<file path="src/rtl/tdm_mux8x1.sv">
// rtl/tdm_mux8x1.sv - 8-to-1 time-division multiplexer with per-frame snapshot and 3-bit select
module tdm_mux8x1 #(
    parameter int DWELL_CYCLES = 25000000,
    parameter int CNT_W        = 25
) (
    input  logic       clk,
    input  logic       rst_n,
    input  logic       enable,
    input  logic       in_1,
    input  logic       in_2,
    input  logic       in_3,
    input  logic       in_4,
    input  logic       in_5,
    input  logic       in_6,
    input  logic       in_7,
    input  logic       in_8,
    output logic       data,
    output logic [2:0] select,
    output logic       valid,
    output logic       frame_start
);

    typedef enum logic {
        IDLE,
        SCAN
    } state_t;

    localparam logic [CNT_W-1:0] DWELL_LAST = CNT_W'(DWELL_CYCLES - 1);

    state_t           state, state_nxt;
    logic [CNT_W-1:0] cnt, cnt_nxt;
    logic [7:0]       snap, snap_nxt;
    logic [2:0]       select_nxt;
    logic [2:0]       sel_inc;
    logic             data_nxt;
    logic             valid_nxt;
    logic             frame_start_nxt;
    logic [7:0]       ins;

    assign ins     = {in_8, in_7, in_6, in_5, in_4, in_3, in_2, in_1};
    assign sel_inc = select + 3'd1;

    always_comb begin
        state_nxt       = state;
        cnt_nxt         = cnt;
        snap_nxt        = snap;
        select_nxt      = select;
        data_nxt        = data;
        valid_nxt       = valid;
        frame_start_nxt = 1'b0;
        case (state)
            IDLE: begin
                if (enable) begin
                    state_nxt       = SCAN;
                    snap_nxt        = ins;
                    select_nxt      = 3'd0;
                    cnt_nxt         = '0;
                    data_nxt        = in_1;
                    valid_nxt       = 1'b1;
                    frame_start_nxt = 1'b1;
                end
            end
            SCAN: begin
                if (!enable) begin
                    // Snapshot is kept; a later enable always takes a fresh one anyway.
                    state_nxt  = IDLE;
                    valid_nxt  = 1'b0;
                    data_nxt   = 1'b0;
                    select_nxt = 3'd0;
                    cnt_nxt    = '0;
                end else if (cnt != DWELL_LAST) begin
                    cnt_nxt = cnt + 1'b1;
                end else if (select != 3'd7) begin
                    cnt_nxt    = '0;
                    select_nxt = sel_inc;
                    data_nxt   = snap[sel_inc];
                end else begin
                    snap_nxt        = ins;
                    select_nxt      = 3'd0;
                    data_nxt        = in_1;
                    cnt_nxt         = '0;
                    frame_start_nxt = 1'b1;
                end
            end
            default: state_nxt = IDLE;
        endcase
    end

    always_ff @(posedge clk or negedge rst_n) begin
        if (!rst_n) begin
            state       <= IDLE;
            cnt         <= '0;
            snap        <= 8'd0;
            select      <= 3'd0;
            data        <= 1'b0;
            valid       <= 1'b0;
            frame_start <= 1'b0;
        end else begin
            state       <= state_nxt;
            cnt         <= cnt_nxt;
            snap        <= snap_nxt;
            select      <= select_nxt;
            data        <= data_nxt;
            valid       <= valid_nxt;
            frame_start <= frame_start_nxt;
        end
    end

endmodule
</file>
<file path="config.mk">
export PLATFORM = sky130hd
export DESIGN_NAME = tdm_mux8x1
export DESIGN_NICKNAME = d
export VERILOG_FILES = /design/src/rtl/tdm_mux8x1.sv
export SDC_FILE = /design/constraint.sdc
export NUM_CORES = 1
export LEC_CHECK = 0
export CORE_UTILIZATION = 59
export CTS_CLUSTER_DIAMETER = 30
export CTS_CLUSTER_SIZE = 10
export DETAILED_ROUTE_END_ITERATION = 12
export PLACE_DENSITY = 0.8
export SYNTH_ARGS = -nofsm -noshare
export SYNTH_HDL_FRONTEND = slang
export SYNTH_SLANG_ARGS = --single-unit
</file>
<file path="constraint.sdc">
create_clock -name clk -period 2.8 [get_ports clk]
set_input_delay 0.84 -clock clk [delete_from_list [all_inputs] [get_ports clk]]
set_output_delay 0.84 -clock clk [all_outputs]
set_load 0.005 [all_outputs]
</file>
==> flow_summary.json <==
{
  "max_cap_violations": 0,
  "cts.clk_slew.worst_paths_ps": 80,
  "worst-path-max-fanout": 11,
  "top_layer_used": "met4",
  "yosysSeqAreaShare_pct": 39.4,
  "synth_edf_count": 0,
  "fin_util_pct": 71.9,
  "h-tree-depth": 2,
  "clock-skew-final_ps": 9.21,
  "period_share_pct": 94.3,
  "synth_most_common_cell": "sky130_fd_sc_hd__dfrtp_1",
  "hold_depth": 1,
  "first_global_vias": 2038,
  "initial_antenna_violation_count": 0,
  "run_status": "completed",
  "first_pass_iteration_count_of_the_detailed_router": 4,
  "hold_viol_final": 0,
  "postSynthRegisterBits": 40,
  "maximum_number_of_pins_on_one_net_before_global_route_repair": 41,
  "cts_post_setup_buffers_inserted": 0,
  "clkSinkCount": 40,
  "cp-start-kind": "input port",
  "hold_path.class": "reg2reg",
  "arrival_ps": 2860,
  "drt-total-wl_mm": 5.94,
  "pins_over_slew_limit": 0,
  "final_nets": 317,
  "core-area_um2": 4060,
  "syn_area_per_cell_um2": 9.14,
  "synth_ff_type": "sky130_fd_sc_hd__dfrtp_1",
  "vdd_ir_drop_max_uv": 313,
  "power_per_cell_area_nw_per_um2": 452,
  "synth_nets": 295,
  "critPathCaptureType": "flip-flop",
  "leakage_power_nw": 1.22,
  "synth_cell_types": 46,
  "gp_congestion": 0.837,
  "worst_slew_margin_rel_pct": 41.0,
  "insertion_delay_ps": 300,
  "holdWs_ps": 514,
  "synth_largest_area_cell": "sky130_fd_sc_hd__dfrtp_1",
  "postCtsHoldBufs": 0,
  "cts_tree": "yes",
  "m1WireLength_mm": 2.81,
  "rsz_0062_raised_after_global_routing": "false",
  "final.min_clock_period_ps": 2640,
  "post_synth_instance_area_um2": 2540,
  "post_synth_inst_count": 278,
  "final_report_setup_violation_count": 0,
  "antenna-diode-count": 0,
  "floorplan.initialDensity_pct": 62.6,
  "pre_cts_ws_ps": -156,
  "required_ps": 3020,
  "worst_slew_pin_slew_ps": 885,
  "cts.root.buffer_cell": "sky130_fd_sc_hd__clkbuf_8",
  "die_outline_width_um": 67.6,
  "yosys_warnings": 0,
  "grt_first_pass_wirelength_mm": 9.77,
  "synthTopCellsByArea": "sky130_fd_sc_hd__dfrtp_1, sky130_fd_sc_hd__nand2_1, sky130_fd_sc_hd__nand3_1",
  "layout_overhead_on_the_synthesized_area_pct": 14.8,
  "met2WireLength_mm": 2.73,
  "netlist_top_cells_count": "sky130_fd_sc_hd__dfrtp_1, sky130_fd_sc_hd__nand2_1, sky130_fd_sc_hd__nand3_1",
  "synthArstFlopShare_pct": 100,
  "port-buffer-count": 16,
  "route.detailed.vias_per_inst": 6.35,
  "cts_resized": 0,
  "clock_path_buffers": 2,
  "dieHeight_um": 67.6,
  "number_of_clock_buffers_inserted_by_tritoncts": 5,
  "fmaxAchievable_mhz": 379,
  "rows": 23,
  "synthDominantCellAreaShare_pct": 39.4,
  "drc": 0,
  "detailedPlacementHpwl_mm": 3.96,
  "drt_iter0_drc": 203,
  "routed-wl-met3_um": 324,
  "postLayoutSetupSlackWorst_ps": 161,
  "final_antenna_net_count": 0,
  "top_level_ports": 17,
  "wl_per_cell_um": 16.9,
  "num_vias": 2230,
  "worst-setup-path-type": "in2reg",
  "grt_remaining_overflow": 0,
  "layout-drive-gt1-share_pct": 14.3,
  "floorplan.die_area_um2": 4570,
  "worst_r2r_path_depth": 6,
  "gr-usage-all-layers_pct": 28.6
}
through the flow:
stage,TNS (ps),power [mW],instance area (µm²),instances
floorplan,0,0.732,2540,278
global placement,-1480,0.805,2790,343
detailed placement,-1760,0.808,2790,343
CTS,0,1.32,2920,351
global route,0,1.37,2920,351
finish,0,1.32,2920,351
layout make-up:
| cell class | instances | area [µm²] |
|---|---|---|
| sequential | 40 | 1000 |
| fill | 316 | 1140 |
| clock inverter | 1 | 30.0 |
| timing repair buffer | 32 | 275 |
| multi-input combinational | 206 | 1400 |
| clock buffer | 7 | 96.3 |
| inverter | 15 | 56.3 |
| tap | 50 | 62.6 |
routing by layer:
layer,track usage (%),up-vias
li1,-,1101
met1,41.8,1059
met2,42.5,62
met3,5.07,8
met4,8.78,0
met5,0,-
logic make-up (layout without fill, tap and decap cells):
group	Yosys count	after routing	synth area share, %
adders and majority gates	6	6	2.96
buffers and inverters	32	55	5.66
xor gates and xnor gates	5	5	1.72
DFF	40	40	39.4
muxes	10	10	4.68
AOI/OAI and AO/OA	60	60	17.6
and+or+nand+nor	125	125	28.0
flip-flops by register name, summed over array words and instances, names as in the netlist:
| signal | cells |
|---|---|
| cnt | 25 |
| data | 1 |
| frame_start | 1 |
| select | 3 |
| snap | 8 |
| state | 1 |
| valid | 1 |
critical path: stages:
cell,delay [ps]
sky130_fd_sc_hd__clkdlybuf4s50_1,490
sky130_fd_sc_hd__inv_1,60
sky130_fd_sc_hd__ha_1,220
sky130_fd_sc_hd__buf_4,170
sky130_fd_sc_hd__and4b_1,270
sky130_fd_sc_hd__nand3_1,200
sky130_fd_sc_hd__or4_1,460
sky130_fd_sc_hd__a22oi_2,150
path summary, 6_finish.rpt:
path / from / to / slack (ps)
worst max-delay path: enable / cnt[22] / 160
min in group asynchronous: rst_n / cnt[19] / 660
max in group asynchronous: rst_n / valid / 1580
worst max register to register: select[0] / data / 640
worst min-delay path: data / data / 510
worst min register to register: data / data / 510
cell usage in the layout, fill, tap and decap left out, types with 3 or more instances in the layout:
| cell type | instances |
|---|---|
| sky130_fd_sc_hd__mux2_2 | 5 |
| sky130_fd_sc_hd__mux2i_1 | 4 |
| sky130_fd_sc_hd__o211ai_1 | 10 |
| sky130_fd_sc_hd__dfrtp_1 | 40 |
| sky130_fd_sc_hd__nand4_1 | 7 |
| sky130_fd_sc_hd__nand2_1 | 36 |
| sky130_fd_sc_hd__buf_4 | 16 |
| sky130_fd_sc_hd__a22oi_2 | 3 |
| sky130_fd_sc_hd__or4_1 | 13 |
| sky130_fd_sc_hd__or3_1 | 4 |
| sky130_fd_sc_hd__o31ai_1 | 9 |
| sky130_fd_sc_hd__nor2_1 | 6 |
| sky130_fd_sc_hd__a22oi_1 | 9 |
| sky130_fd_sc_hd__clkbuf_8 | 7 |
| sky130_fd_sc_hd__o311a_1 | 8 |
| sky130_fd_sc_hd__o21ai_0 | 7 |
| sky130_fd_sc_hd__a21oi_1 | 8 |
| sky130_fd_sc_hd__clkdlybuf4s50_1 | 15 |
| sky130_fd_sc_hd__inv_1 | 14 |
| sky130_fd_sc_hd__nand3_1 | 25 |
| sky130_fd_sc_hd__nor4_1 | 4 |
| sky130_fd_sc_hd__ha_1 | 6 |
| sky130_fd_sc_hd__xnor2_1 | 5 |
| sky130_fd_sc_hd__and3_1 | 11 |
where the power goes:
part / leakage (nW) / internal [mW] / switching [mW]
Sequential: 0.517 / 0.601 / 0.0241
Clock: 0.0645 / 0.315 / 0.205
Combinational: 0.635 / 0.0861 / 0.0873
Total: 1.22 / 1.00 / 0.317
Power figures use the tool's default switching activity.
